## config.mk

```make
export PLATFORM = sky130hd
export DESIGN_NAME = if_fetch_queue
export DESIGN_NICKNAME = d
export VERILOG_FILES = /design/src/rtl/if_fetch_queue.sv
export SDC_FILE = /design/constraint.sdc
export NUM_CORES = 1
export LEC_CHECK = 0
export BUFFER_PORTS_ARGS = -buffer_cell sky130_fd_sc_hd__buf_2
export CELL_PAD_IN_SITES_DETAIL_PLACEMENT = 1
export CELL_PAD_IN_SITES_GLOBAL_PLACEMENT = 2
export CORE_ASPECT_RATIO = 1.4
export CORE_UTILIZATION = 45
export CTS_CLUSTER_SIZE = 12
export DETAILED_ROUTE_END_ITERATION = 16
export GPL_TIMING_DRIVEN = 0
export PLACE_DENSITY = 0.9
export SLEW_MARGIN = 20
export SYNTH_ARGS = -nofsm -noshare
export SYNTH_HDL_FRONTEND = slang
export SYNTH_SLANG_ARGS = --single-unit
```

## constraint.sdc

```tcl
create_clock -name clk -period 28.3 [get_ports clk]
set_clock_uncertainty 0.2 [all_clocks]
set_input_delay 2.83 -clock clk [delete_from_list [all_inputs] [get_ports clk]]
set_output_delay 2.83 -clock clk [all_outputs]
set_load 0.005 [all_outputs]
```

## src/rtl/if_fetch_queue.sv

```systemverilog
`default_nettype none
// +--------------------------------------------------------------------------+
// | Module   : if_fetch_queue                                                |
// | Brief    : PC generation, pipelined I-SRAM fetch with credit-limited     |
// |            outstanding requests, stale-response discard after redirect   |
// |            and an in-order decoupling queue toward decode.               |
// |            Optional macro IF_MISALIGN_EXC_EN: misaligned redirect target |
// |            yields one exception entry instead of fetching.               |
// | Revision : 1.0                                                           |
// +--------------------------------------------------------------------------+
module if_fetch_queue #(
  parameter int              XLEN     = 64,
  parameter logic [XLEN-1:0] RESET_PC = 64'h8000_0000,
  parameter int              QDEPTH   = 4
) (
  input  logic            clk,
  input  logic            rst_n,
  input  logic            flush,
  input  logic [XLEN-1:0] new_pc,
  input  logic [XLEN:0]   br_bus,
  input  logic            id_ready,
  output logic            if_valid,
  output logic [XLEN-1:0] if_pc,
  output logic [31:0]     if_inst,
  output logic            if_exc,
  output logic            inst_sram_en,
  output logic [XLEN-1:0] inst_sram_addr,
  input  logic            inst_sram_rvalid,
  input  logic [31:0]     inst_sram_rdata
);

  localparam int                 c_ptr_w      = $clog2(QDEPTH);
  localparam int                 c_cnt_w      = c_ptr_w + 1;
  localparam logic [c_cnt_w:0]   c_credit_max = (c_cnt_w + 1)'(QDEPTH);
  localparam logic [31:0]        c_nop        = 32'h0000_0013;
  localparam logic [XLEN-1:0]    c_align_mask = XLEN'(3);
  localparam logic [XLEN-1:0]    c_pc_step    = XLEN'(4);
  localparam logic [c_ptr_w-1:0] c_ptr_one    = c_ptr_w'(1);
  localparam logic [c_cnt_w-1:0] c_cnt_one    = c_cnt_w'(1);

  logic [XLEN-1:0]    r_fetch_pc;
  logic [c_cnt_w-1:0] r_outstanding;
  logic [c_cnt_w-1:0] r_drop_cnt;
  logic               r_halt;

  logic [XLEN-1:0]    r_q_pc   [QDEPTH];
  logic [31:0]        r_q_inst [QDEPTH];
`ifdef IF_MISALIGN_EXC_EN
  logic               r_q_exc  [QDEPTH];
`endif
  logic [c_ptr_w-1:0] r_q_head;
  logic [c_ptr_w-1:0] r_q_tail;
  logic [c_cnt_w-1:0] r_q_count;

  logic [XLEN-1:0]    r_pf_mem [QDEPTH];
  logic [c_ptr_w-1:0] r_pf_head;
  logic [c_ptr_w-1:0] r_pf_tail;

  logic               w_br_e;
  logic               w_redirect;
  logic [XLEN-1:0]    w_target_raw;
  logic [XLEN-1:0]    w_target;
  logic               w_misalign;
  logic [c_cnt_w:0]   w_credit_sum;
  logic               w_issue;
  logic               w_rsp;
  logic               w_accept;
  logic               w_deq;

  assign w_br_e       = br_bus[XLEN];
  assign w_redirect   = flush | w_br_e;
  assign w_target_raw = flush ? new_pc : br_bus[XLEN-1:0];

`ifdef IF_MISALIGN_EXC_EN
  assign w_target   = w_target_raw;
  assign w_misalign = w_redirect & ((w_target_raw & c_align_mask) != '0);
`else
  assign w_target   = w_target_raw & ~c_align_mask;
  assign w_misalign = 1'b0;
`endif

  // Credits cover queued entries plus every in-flight response, dropped ones included.
  assign w_credit_sum = {1'b0, r_q_count} + {1'b0, r_outstanding};
  assign w_issue      = rst_n & ~w_redirect & ~r_halt & (w_credit_sum < c_credit_max);
  assign w_rsp        = inst_sram_rvalid & (r_outstanding != '0);
  assign w_accept     = w_rsp & (r_drop_cnt == '0) & ~w_redirect;
  assign if_valid     = rst_n & (r_q_count != '0);
  assign w_deq        = if_valid & id_ready;

  assign inst_sram_en   = w_issue;
  assign inst_sram_addr = r_fetch_pc;
  assign if_pc          = r_q_pc[r_q_head];
  assign if_inst        = r_q_inst[r_q_head];
`ifdef IF_MISALIGN_EXC_EN
  assign if_exc         = r_q_exc[r_q_head];
`else
  assign if_exc         = 1'b0;
`endif

  always_ff @(posedge clk) begin
    if (!rst_n) begin
      r_fetch_pc    <= RESET_PC;
      r_outstanding <= '0;
      r_drop_cnt    <= '0;
      r_halt        <= 1'b0;
      r_q_head      <= '0;
      r_q_tail      <= '0;
      r_q_count     <= '0;
      r_pf_head     <= '0;
      r_pf_tail     <= '0;
      for (int i = 0; i < QDEPTH; i++) begin
        r_q_pc[i]   <= RESET_PC;
        r_q_inst[i] <= c_nop;
`ifdef IF_MISALIGN_EXC_EN
        r_q_exc[i]  <= 1'b0;
`endif
        r_pf_mem[i] <= RESET_PC;
      end
    end else begin
      r_outstanding <= r_outstanding + (w_issue ? c_cnt_one : '0) - (w_rsp ? c_cnt_one : '0);
      if (w_redirect) begin
        // Everything still in flight belongs to the old stream.
        r_drop_cnt <= r_outstanding - (w_rsp ? c_cnt_one : '0);
        r_fetch_pc <= w_target;
        r_halt     <= w_misalign;
        r_q_head   <= '0;
        r_pf_head  <= '0;
        r_pf_tail  <= '0;
        if (w_misalign) begin
          r_q_pc[0]   <= w_target;
          r_q_inst[0] <= c_nop;
`ifdef IF_MISALIGN_EXC_EN
          r_q_exc[0]  <= 1'b1;
`endif
          r_q_tail    <= c_ptr_one;
          r_q_count   <= c_cnt_one;
        end else begin
          r_q_tail    <= '0;
          r_q_count   <= '0;
        end
      end else begin
        if (w_rsp && (r_drop_cnt != '0)) begin
          r_drop_cnt <= r_drop_cnt - c_cnt_one;
        end
        if (w_issue) begin
          r_fetch_pc           <= r_fetch_pc + c_pc_step;
          r_pf_mem[r_pf_tail]  <= r_fetch_pc;
          r_pf_tail            <= r_pf_tail + c_ptr_one;
        end
        if (w_accept) begin
          r_q_pc[r_q_tail]   <= r_pf_mem[r_pf_head];
          r_q_inst[r_q_tail] <= inst_sram_rdata;
`ifdef IF_MISALIGN_EXC_EN
          r_q_exc[r_q_tail]  <= 1'b0;
`endif
          r_q_tail           <= r_q_tail + c_ptr_one;
          r_pf_head          <= r_pf_head + c_ptr_one;
        end
        if (w_deq) begin
          r_q_head <= r_q_head + c_ptr_one;
        end
        r_q_count <= r_q_count + (w_accept ? c_cnt_one : '0) - (w_deq ? c_cnt_one : '0);
      end
    end
  end

endmodule
`default_nettype wire
```

==> impl_metrics.ini, run 1 <==
[outcome]
status = completed

[timing]
fin_tns_setup_ns = 0
period_share = 0.287
maxSlewHeadroom = 0.246
hold_viol = 0
rsz0062_at_grt = false
hold-worst-slack_ns = 0.360
setup_viol = 0
maxSlewViolCount = 0
fmax_mhz = 123
finalCriticalPeriod_ns = 8.13
worst_pin_slew_ns = 1.13

[synthesis]
yosysMostFrequentCell = edfxtp_1
syn_avg_cell_area_um2 = 13.4
ys_types = 63
synth_area_leader_cell = edfxtp_1
synth_area_leaders = edfxtp_1 59%, mux4_2 11%, dfxtp_1 5.3%
synth-seq-cells = 707
synth_commonest_cells = 624 x edfxtp_1, 290 x nor2_1, 220 x and2_1, 180 x nand2_1, 156 x mux4_2
postSynthCellCount = 2357
synth_seq_area_share = 0.645
ys.flop_type = edfxtp_1
synth_edf_count = 624
ys_async_sr_fraction = 0
synth_area_um2 = 31600
synth_top_cell_area_share = 0.592
ys_warn_count = 0

[power_and_ir_drop]
power_mw = 2.35
p_comb_frac = 0.094
clock_power_share = 0.388
p_int_mw = 1.77
netSwitchingFraction = 0.244
leakage_nw = 14.2
power_frac_seq = 0.519
vdd_drop_max_v = 0.0000435
p_per_area_nw_per_um2 = 62.9
p_sw_uw = 573

[floorplanning]
die_w_um = 226
dieArea_um2 = 71400
initial_core_util = 0.456
io_pins = 329
core_um2 = 69300
die_y_um = 316
std_cell_rows = 114

[setup_path]
critPathArrivalTime_ns = 5.10
required_ns = 25.27
cp_max_fo = 11
crit_buf_inv = 6
critPathKind = input port to output pin
slowest_delay_ns = 0.53
critical_path.startpoint_type = input port
crit_path_frequent_cell = buf_2
path_cells = buf_2 -> or3b_1 -> buf_2 -> or3_1 -> buf_4 -> clkinv_2 -> clkbuf_1 -> buf_2
cp-end-kind = output pin
cp_slowest_cell = clkbuf_1
critPathTopFamily = buffers and inverters

[cts]
cts-resized-gates = 0
clock_path_buffers = 3
clkSinkCount = 707
post_cts_buffers = 0
holdBufCountCts = 0
root_buffer = clkbuf_16
numCtsBuffers = 72
htreeDepth = 3
clock_latency_ns = 0.63
clk_pin_slew_worst_paths_ns = 0.06
cts_tree = yes

[route]
vias = 21533
wire_per_inst_um = 26.9
vias_per_cell = 5.73
dr.pass1.iters = 5
ant_nets = 0
first_iter_violations = 1533
wirelength_mm = 101
drc = 0

[cells_and_area]
area.growth.synth_to_final_pct = 17.9
drive_above_1_share = 0.224
finalNetCount = 2959

[flow_run]
maxCapViolations = 0

[place]
gp_congestion = 0.883
dp.final_hpwl_mm = 73.7
portBuffers = 319

[global_route]
gr-usage-all-layers = 0.287
antenna_found_initial = 1
grt_pass1_wl_mm = 148
grt_remaining_overflow = 0
grt_pass1_vias = 23365
grt_max_degree = 41

[hold_path]
hold_class = flop to flop
layout make-up:
cell class	count	area, um^2
sequential	707	20400
buffer	175	694
fill	7125	32000
tap	928	1160
multi-input combinational	1360	10200
clock buffer	107	1950
antenna	1	2.50
timing repair buffer	345	2260
clock inverter	15	195
inverter	119	448
state kept, by name, summed over array words and instances, names as in the netlist, named ones only:
register        count
r_q_tail            2
r_pf_mem          248
inst_sram_addr     62
r_drop_cnt          3
r_q_pc            248
r_pf_tail           2
r_q_head            2
r_q_inst          128
r_pf_head           2
r_outstanding       3
r_q_count           3
cell usage in the layout, fill, tap and decap left out, drive strengths merged, types with 11 or more instances in the layout:
cell and instances:
edfxtp 624, nand4 29, nand3 24, nor2 290, and2 220, o21a 14
nor3 31, nand2 180, nor4 34, a21oi 61, mux4 156, inv 124
or3 14, xnor2 31, buf 380, o21ai 61, ha 11, xor2 12
nand2b 15, dfxtp 83, and3 77, clkbuf 247
routing by layer:
metal,wire length (um),part of all wire,GRT usage
met2,53300,0.53,0.522
met5,12,0.00012,0
met3,5540,0.055,0.0357
met1,37100,0.37,0.329
met4,4910,0.049,0.145
power by group through the flow:
stage               logic (mW)  clock network (mW)  registers [mW]
floorplan                0.110                   0            1.23
global placement         0.198                   0            1.25
detailed placement       0.219                   0            1.24
CTS                      0.221               0.920            1.22
global route             0.234               0.953            1.22
finish                   0.220               0.910            1.22
tightest hold or removal path: cells and delay by family (launching register included):
| family | cells | cell delay (ns) |
|---|---|---|
| xor gates and xnor gates | 1 | 0.07 |
| DFF | 1 | 0.32 |
| and+or+nand+nor | 1 | 0.12 |
logic make-up (layout without fill, tap and decap cells):
family,Yosys count,in the layout,synth area share
multiplexers,161,161,0.113
other,1,6,0.000119
adder cells (fa/ha/maj),13,13,0.00562
buffers and inverters,294,761,0.0361
AND/OR/NAND/NOR,931,931,0.148
flip-flops,707,707,0.645
AO/OA/AOI/OAI,207,207,0.0405
XOR/XNOR,43,43,0.0119
final timing paths:
kind,start,to,slack [ns],depth (start not counted)
max,rst_n,inst_sram_en,20.17,8
min,r_pf_head[1]$_SDFFE_PP0N_,flop,0.36,2
max reg2reg,r_outstanding[2]$_SDFF_PN0_,r_pf_mem[1][16]$_SDFFCE_PN0P_,24.41,8
min reg2reg,r_pf_head[1]$_SDFFE_PP0N_,flop,0.36,2
per-stage QoR:
step	cell area, um^2	util	cells	worst slack, ns
final	37300	0.538	3757	20.17
after global routing	37300	0.538	3756	20.08
after CTS	37300	0.538	3756	20.14
after detailed placement	35200	0.507	3634	20.14
after global placement	34400	0.496	3608	10.27
after floorplan	31700	-	2361	17.18
No activity file was read; power rests on OpenSTA's default activity.
==> inputs of run 2 (changes only) <==
Settings changed: CORE_UTILIZATION 45 to 37, PLACE_DENSITY 0.9 to 0.79.
Clock period 28.3 ns to 6.85 ns, I/O delays scaled along.
==> impl_metrics.ini, run 2 (same netlist as run 1, synthesis figures left out) <==
[timing]
maxSlewHeadroom = 0.246
fmax_mhz = 227
setup_viol = 0
hold_viol = 0
finalCriticalPeriod_ns = 4.41
period_share = 0.644
fin_tns_setup_ns = 0
worst_slack_ns = 2.44
maxSlewViolCount = 0
rsz0062_at_grt = false
worst_pin_slew_ns = 1.13

[cells_and_area]
reg_top3 = r_pf_mem (248), r_q_pc (248), r_q_inst (128)
final_cell_area_um2 = 37700
area.growth.synth_to_final_pct = 19.1
utilization = 0.446
register_area_um2 = 20400
drive_above_1_share = 0.227
multiInputGateArea_um2 = 10200
antennaDiodeCount = 0
final_cell_count_no_fill = 3925
finalNetCount = 2964
layout_common_cells = 624 x edfxtp_1, 328 x buf_2, 290 x nor2_1, 220 x and2_1, 179 x nand2_1
fillCellCount = 8767
final_common_cell = edfxtp_1

[route]
wirelength_mm = 100
dr.pass1.iters = 5
ant_nets = 0
vias = 20982
first_iter_violations = 1317
wire_per_inst_um = 25.6
vias_per_cell = 5.35
drc = 0

[setup_path]
r2r_end = r_pf_mem[1][11]$_SDFFCE_PN0P_
critPathArrivalTime_ns = 3.53
critPathKind = flop to output pin
cp-end-kind = output pin
reg2reg_depth = 8
required_ns = 5.96
r2r_slack_ns = 3.03
timing.rr.start = r_outstanding[2]$_SDFF_PN0_
cp_max_fo = 10
critical_path.startpoint_type = flop

[power_and_ir_drop]
p_comb_frac = 0.093
netSwitchingFraction = 0.243
p_sw_mw = 2.38
p_int_mw = 7.42
leakage_nw = 14.3
vdd_drop_max_v = 0.000137
power_frac_seq = 0.513
clock_power_share = 0.394
p_per_area_nw_per_um2 = 260

[cts]
clk_pin_slew_worst_paths_ns = 0.06
post_cts_buffers = 0
cts_tree = yes
clkSinkCount = 707
clock_latency_ns = 0.62
htreeDepth = 3
numCtsBuffers = 75
holdBufCountCts = 0
root_buffer = clkbuf_16
cts-resized-gates = 0
clock_path_buffers = 3

[place]
gp_congestion = 0.876
place_inst = 3796
dp.final_hpwl_mm = 74.7
portBuffers = 319
place_area_um2 = 35400
dp_worst_setup_slack_ns = 2.07

[global_route]
grt_remaining_overflow = 0
antenna_found_initial = 1
grt_max_degree = 43
grt_pass1_wl_mm = 148
gr-usage-all-layers = 0.231
grt_pass1_vias = 23057

[hold_path]
whs_path_depth = 3
hold_start = new_pc[28]
hold_end = inst_sram_addr[28]$_SDFFE_PN0P_
hold_class = input port to flop

[floorplanning]
core_um2 = 84500
die_y_um = 348
initial_core_util = 0.374
io_pins = 329
die_w_um = 249
std_cell_rows = 126
dieArea_um2 = 86700

[flow_run]
maxCapViolations = 0

[outcome]
status = completed
==> run 2: cell types whose count changed in the layout (fill, tap and decap cells not counted), moves of 3 or more <==
cell,change
clkbuf_1,-12
clkinv_1,+11
clkinv_2,+4
clkbuf_16,+4
buf_16,+3
==> run 2: worst max-delay path by stage <==
stage	endpoint	cells past startpoint	slack, ns	from
4_1_cts	if_pc[26]	5	2.21	flop
2_1_floorplan	r_q_inst[2][0]$_SDFFCE_PN1P_	5	-2.12	br_bus[64]
3_5_place_dp	r_q_inst[0][27]$_SDFFCE_PN0P_	9	2.07	br_bus[64]
3_3_place_gp	r_q_pc[0][51]$_SDFFCE_PN0P_	6	-9.39	br_bus[64]
5_1_grt	if_pc[26]	5	2.15	flop
6_report	if_pc[25]	5	2.44	flop
==> run 2: power groups by stage <==
stage / combinational [mW] / clock (mW) / sequential [mW]
5_1_grt: 0.983 / 4.05 / 5.04
3_3_place_gp: 0.836 / 0 / 5.15
2_1_floorplan: 0.456 / 0 / 5.09
6_report: 0.916 / 3.85 / 5.02
4_1_cts: 0.927 / 3.91 / 5.03
3_5_place_dp: 0.922 / 0 / 5.12
==> run 2: critical path: stages, from the launching register on <==
cell	delay, ns
dfxtp_1	0.31
clkbuf_1	0.25
buf_1	0.70
buf_1	0.78
mux4_2	0.69
buf_2	0.17
==> run 2: stage by stage <==
stage | hold slack (ns) | total power [mW]
floorplan | 0.285 | 5.54
global placement | 0.303 | 5.99
detailed placement | 0.347 | 6.04
CTS | 0.0287 | 9.87
global route | 0.0664 | 10.1
finish | 0.0652 | 9.79
==> run 2: metal layers <==
layer | vias up | GRT usage | routed length (um)
li1 | 9458 | - | -
met1 | 10719 | 0.267 | 38700
met2 | 644 | 0.429 | 53400
met3 | 161 | 0.0294 | 4350
met4 | 0 | 0.0989 | 3930
met5 | - | 0 | 0
==> run 2: area by class of cell <==
| cell class | instances | area share |
|---|---|---|
| Inverter | 119 | 0.0119 |
| Timing Repair Buffer | 347 | 0.0618 |
| Sequential cell | 707 | 0.541 |
| Clock inverter | 30 | 0.00648 |
| Clock buffer | 99 | 0.0533 |
| Buffer | 175 | 0.0185 |
| Multi-Input combinational cell | 1360 | 0.271 |
| Tap cell | 1088 | 0.0361 |
